===== src/rtl/tap_collector.sv =====
// Collects NUM_TAPS legal tap exponents over a valid/ready stream and packs them
// into a slot vector for the LFSR configuration register, forcing MAX_POW into slot 0 if absent.
module tap_collector #(
    parameter int NUM_TAPS = 15,
    parameter int DIN_W    = 4,
    parameter int SLOT_W   = 8,
    parameter int MAX_POW  = 15,
    parameter int DEDUP    = 1,
    parameter int CNT_W    = $clog2(NUM_TAPS + 1)
) (
    input  logic                       clk,
    input  logic                       res,
    input  logic                       start,
    input  logic [DIN_W-1:0]           din,
    input  logic                       din_valid,
    output logic                       din_ready,
    output logic [NUM_TAPS*SLOT_W-1:0] taps,
    output logic [CNT_W-1:0]           tap_count,
    output logic                       reject,
    output logic                       done,
    output logic [1:0]                 state_dbg
);

    // Handshake: din is taken on a rising edge where din_valid && din_ready;
    // din_ready depends only on state and start, never on din or din_valid.

    typedef enum logic [1:0] {
        S_COLLECT = 2'd0,
        S_FIX     = 2'd1,
        S_DONE    = 2'd2
    } state_e;

    state_e              state_q, state_d;
    logic [SLOT_W-1:0]   slot_q [NUM_TAPS];
    logic [SLOT_W-1:0]   slot_d [NUM_TAPS];
    logic [CNT_W-1:0]    tap_count_q, tap_count_d;
    logic                seen_max_q, seen_max_d;
    logic                reject_q, reject_d;
    logic                done_q, done_d;

    logic [SLOT_W-1:0]   din_ext;
    logic                is_dup;
    logic                is_bad;

    assign din_ext   = SLOT_W'(din);
    assign din_ready = (state_q == S_COLLECT) && !start;

    // Only slots filled before this cycle take part; unfilled slots hold 0,
    // which is rejected on its own anyway.
    always_comb begin
        is_dup = 1'b0;
        if (DEDUP != 0) begin
            for (int i = 0; i < NUM_TAPS; i++) begin
                if ((CNT_W'(i) < tap_count_q) && (slot_q[i] == din_ext)) begin
                    is_dup = 1'b1;
                end
            end
        end
    end

    assign is_bad = (din == '0) || (int'(din) > MAX_POW) || is_dup;

    always_comb begin
        state_d     = state_q;
        slot_d      = slot_q;
        tap_count_d = tap_count_q;
        seen_max_d  = seen_max_q;
        reject_d    = 1'b0;
        done_d      = done_q;
        if (start) begin
            for (int i = 0; i < NUM_TAPS; i++) begin
                slot_d[i] = '0;
            end
            tap_count_d = '0;
            seen_max_d  = 1'b0;
            done_d      = 1'b0;
            state_d     = S_COLLECT;
        end else begin
            case (state_q)
                S_COLLECT: begin
                    if (din_valid) begin
                        if (is_bad) begin
                            reject_d = 1'b1;
                        end else begin
                            for (int i = 0; i < NUM_TAPS; i++) begin
                                if (CNT_W'(i) == tap_count_q) begin
                                    slot_d[i] = din_ext;
                                end
                            end
                            tap_count_d = tap_count_q + CNT_W'(1);
                            if (int'(din) == MAX_POW) begin
                                seen_max_d = 1'b1;
                            end
                            if (tap_count_q == CNT_W'(NUM_TAPS - 1)) begin
                                state_d = S_FIX;
                            end
                        end
                    end
                end
                S_FIX: begin
                    if (!seen_max_q) begin
                        slot_d[0] = SLOT_W'(MAX_POW);
                    end
                    done_d  = 1'b1;
                    state_d = S_DONE;
                end
                S_DONE: begin
                end
                default: begin
                    state_d = S_COLLECT;
                end
            endcase
        end
    end

    always_ff @(posedge clk or negedge res) begin
        if (!res) begin
            state_q     <= S_COLLECT;
            for (int i = 0; i < NUM_TAPS; i++) begin
                slot_q[i] <= '0;
            end
            tap_count_q <= '0;
            seen_max_q  <= 1'b0;
            reject_q    <= 1'b0;
            done_q      <= 1'b0;
        end else begin
            state_q     <= state_d;
            slot_q      <= slot_d;
            tap_count_q <= tap_count_d;
            seen_max_q  <= seen_max_d;
            reject_q    <= reject_d;
            done_q      <= done_d;
        end
    end

    for (genvar g = 0; g < NUM_TAPS; g++) begin : g_pack
        assign taps[g*SLOT_W +: SLOT_W] = slot_q[g];
    end

    assign tap_count = tap_count_q;
    assign reject    = reject_q;
    assign done      = done_q;
    assign state_dbg = state_q;

endmodule


===== config.mk =====
export PLATFORM = sky130hd
export DESIGN_NAME = tap_collector
export DESIGN_NICKNAME = d
export VERILOG_FILES = /design/src/rtl/tap_collector.sv
export SDC_FILE = /design/constraint.sdc
export NUM_CORES = 1
export LEC_CHECK = 0
export BUFFER_PORTS_ARGS = -buffer_cell sky130_fd_sc_hd__buf_2
export CORE_MARGIN = 2
export CORE_UTILIZATION = 45
export CTS_CLUSTER_DIAMETER = 50
export DETAILED_ROUTE_END_ITERATION = 8
export GPL_ROUTABILITY_DRIVEN = 1
export HOLD_SLACK_MARGIN = 0.06
export PLACE_DENSITY = 0.69
export SYNTH_ARGS = -nofsm -noshare
export SYNTH_HDL_FRONTEND = slang
export SYNTH_SLANG_ARGS = --single-unit

===== constraint.sdc =====
create_clock -name clk -period 5.87 [get_ports clk]
set_clock_uncertainty 0.1 [all_clocks]
set_input_delay 0.2935 -clock clk [delete_from_list [all_inputs] [get_ports clk]]
set_output_delay 0.2935 -clock clk [all_outputs]
set_load 0.01 [all_outputs]

==> impl_results.md <==
* Worst Path Required at 5990 ps
* Final core area utilization at 0.4898
* Area growth from synthesis to layout at 5.925%
* Number of antenna repair diodes at 0
* Pin count of the biggest net entering global routing at 70
* Shortest period the worst path allows at 3949 ps
* Die Outline Area at 10860 um2
* Worst hold slack at 137.1 ps
* H-tree depth at 3
* Static power due to leakage at 2.574 nW
* Class of the tightest hold or removal check: in2reg
* Part of the power in combinational logic at 0.146
* Clock tree from TritonCTS: done
* Net switching power at 0.2943 mW
* Row Count at 36
* Switching part of the total at 0.3049
* Post-synth design cell area at 4519 um2
* Placed wire-length estimate after detailed placement at 7727 um
* Element type at the critical path start: flop
* Worst path cell trace: nor2_1 -> a211oi_1 -> nor4_2 -> nand4_1 -> or4_1 -> mux2i_1
* Routed wire per std cell at 16.38 um
* Setup repair bufs after CTS at 0
* Final-report setup violation count at 0
* Routed met2 length at 5170 um
* Run status: finished clean
* RSZ-0062 raised after global routing: no
* Maximum cell stage delay along the critical path at 900 ps
* Slew @ Worst Pin at 925.5 ps
* Most frequent cell after synthesis: dfrtp_1
* Core Footprint at 9774 um2
* Top area cells in the synthesized netlist: dfrtp_1 38%, buf_4 11%, mux2i_1 9.7%
* Cell with the largest stage delay on the worst path: or4_1
* Setup slack after layout at 1921 ps
* Drt pass-1 iters at 5
* #FFs+latches synth at 69
* Final hold violation count at 0
* Worst hold stages at 3
* Internal Dissipation at 0.6709 mW
* Input/output buffers at 76
* Via total after detailed routing at 3521
* Placement Cell Area at 4618 um2
* Weighted congestion at the end of routability-driven global placement at 0.9233
* Via count of the first global-routing pass at 3378
* Peak supply drop at 0.1562 mV
* Sum of met3 wire segment lengths after detailed routing at 720 um
* Critical setup path kind: reg2reg
* YS warnings at 0
* Fraction of layout instances using a drive strength above 1 at 0.1902
* Number of cells traversed by the worst register-to-register path at 6
* Post-synth top cells: 69 x dfrtp_1, 66 x buf_4, 56 x nand2_1
* Clock Tree Buf Depth at 2
* Routed Antenna Nets at 0
* Final standard cell count with taps included and fillers excluded at 664
* Clock net sink count at 69
* End of the worst hold path: reject$_DFF_PN0_
* Share of total power in the clock network at 0.344
* Number of design-rule violations left by the first detailed-router iteration at 182
* Startpoint of the worst register-to-register path: tap_count[3]$_DFFE_PN0P_
* DRT met1 WL at 4800 um
* Register share of total power at 0.510
* Peak clock frequency supported by timing at 253.2 MHz
* Global-route congestion overflow total at 0
* Critical path peak fanout at 21
* Total routing resource utilization after global routing at 0.2038
* Total Power Consumption at 0.9653 mW
* Slew Limit Headroom at 0.3830
* Topmost layer with routed signal wires: met4
* Worst setup slack for register-to-register paths at 1920 ps
* Clk pin slew, worst setup/hold paths at 70 ps
* Number of buffers added by the clock tree synthesis step at 9
* Critical path capture point type: flop
* Final Slew Violations at 0
* Final layout net count at 537
* Critical path data arrival time at 4070 ps
* DIE WIDTH at 104.2 um
* Starting density of the core at 0.4624
* Root cell of the clock tree: clkbuf_8
* Pwr per Cell Area at 201.6 nW/um2
* Fraction of the cycle the final worst path needs at 0.6728
* Netlist cell types at 42
* Number of synthesized flops with an enable pin at 0
* Total DRC errors in the routed layout at 0
* Synthesized area per cell at 9.494 um2
* Share of the synthesized area in the top cell type at 0.3821
* Number of antenna violations at the first check in global routing at 0
* Ports placed on the boundary at 137
* Cell count after placement at 647
* Sequential cell area fraction in the yosys report at 0.3821
* Post-synth ARST share at 1.000
* Total Routed Length at 10880 um
* Startpoint of the worst hold path: din_valid
* Cells after synthesis at 476
* Average vias per placed instance at 5.303
* Die Height at 104.2 um
* Post-Place Setup Slack at 2050 ps
* Clk Latency, worst-skew pair at 360 ps
* Summed negative setup slack over all endpoints at 0 ps
* First-pass GRT wire length at 17620 um
* Endpoint of the worst register-to-register path: taps[56]$_DFFE_PN0P_
* Primary FF master, synth: dfrtp_1
* Max_cap viols at 0
* Yosys top cell by area: dfrtp_1
* Final cell area excluding filler cells at 4787 um2
how the worst max path moves through the flow:
stage,depth (start not counted),slack (ps),startpoint,to
floorplan,9,3250,tap_count[1]$_DFFE_PN0P_,taps[56]$_DFFE_PN0P_
global placement,6,2270,tap_count[3]$_DFFE_PN0P_,taps[57]$_DFFE_PN0P_
detailed placement,6,2050,tap_count[3]$_DFFE_PN0P_,taps[56]$_DFFE_PN0P_
CTS,6,2020,tap_count[2]$_DFFE_PN0P_,taps[56]$_DFFE_PN0P_
global route,9,1620,tap_count[1]$_DFFE_PN0P_,taps[58]$_DFFE_PN0P_
finish,6,1920,tap_count[3]$_DFFE_PN0P_,taps[56]$_DFFE_PN0P_
sequential cells by signal, summed over array words and instances (netlist names):
name        flops
tap_count       4
taps           60
reject          1
state_dbg       2
done            1
seen_max_q      1
metal layers:
| metal | track usage | vias to the layer above |
|---|---|---|
| met3 | 0.04511 | 14 |
| met2 | 0.3322 | 172 |
| met4 | 0.07722 | 0 |
| met5 | 0 | - |
| li1 | - | 1606 |
| met1 | 0.2652 | 1729 |
cells by family after synthesis:
| logic type | Yosys count | share of synthesized area |
|---|---|---|
| buf+inv | 106 | 0.1581 |
| simple gates | 146 | 0.1672 |
| flops | 69 | 0.3821 |
| fa+ha+maj | 3 | 0.008307 |
| other cells | 1 | 0.0008298 |
| compound gates | 46 | 0.06728 |
| xor+xnor | 60 | 0.1163 |
| mux | 45 | 0.09994 |
power by group through the flow:
stage	clock network [mW]	logic, mW	registers [mW]
after floorplan	0	0.135	0.503
final	0.332	0.141	0.492
after detailed placement	0	0.140	0.501
after global placement	0	0.137	0.500
after CTS	0.341	0.141	0.492
after global routing	0.362	0.155	0.493
repair_timing:
action	CTS	global route
hold buffers	1	0
gates resized for setup	0	0
setup endpoints to repair	0	0
hold endpoints to repair	51	0
final cells by class:
type                            instances  area (um2)
Clock inverter                          5       27.53
Inverter                                6       22.52
Tap cell                              133       166.4
Fill cell                             951        4987
Sequential cell                        69        1727
Clock buffer                           11       131.4
Timing Repair Buffer                   80       412.9
Multi-Input combinational cell        360        2300
layout by cell type, fill, tap and decap left out, types with 5 or more instances in the layout:
cell and count:
nor2_1 19, nor4_1 8, conb_1 60, xnor2_1 28
a21oi_1 18, buf_2 76, nand3_1 5, dfrtp_1 69
clkbuf_8 9, inv_1 6, o31ai_1 14, mux2i_1 44
nand2_1 56, xor2_1 32, nand4_1 23, nor3_1 10
nor2b_1 7
critical path: cells and delay by family, from the launching register on:
family / cells / cell delay (ps)
compound gates: 1 / 200
flops: 1 / 540
mux: 1 / 180
simple gates: 4 / 2770
No activity file was read; power rests on OpenSTA's default activity.
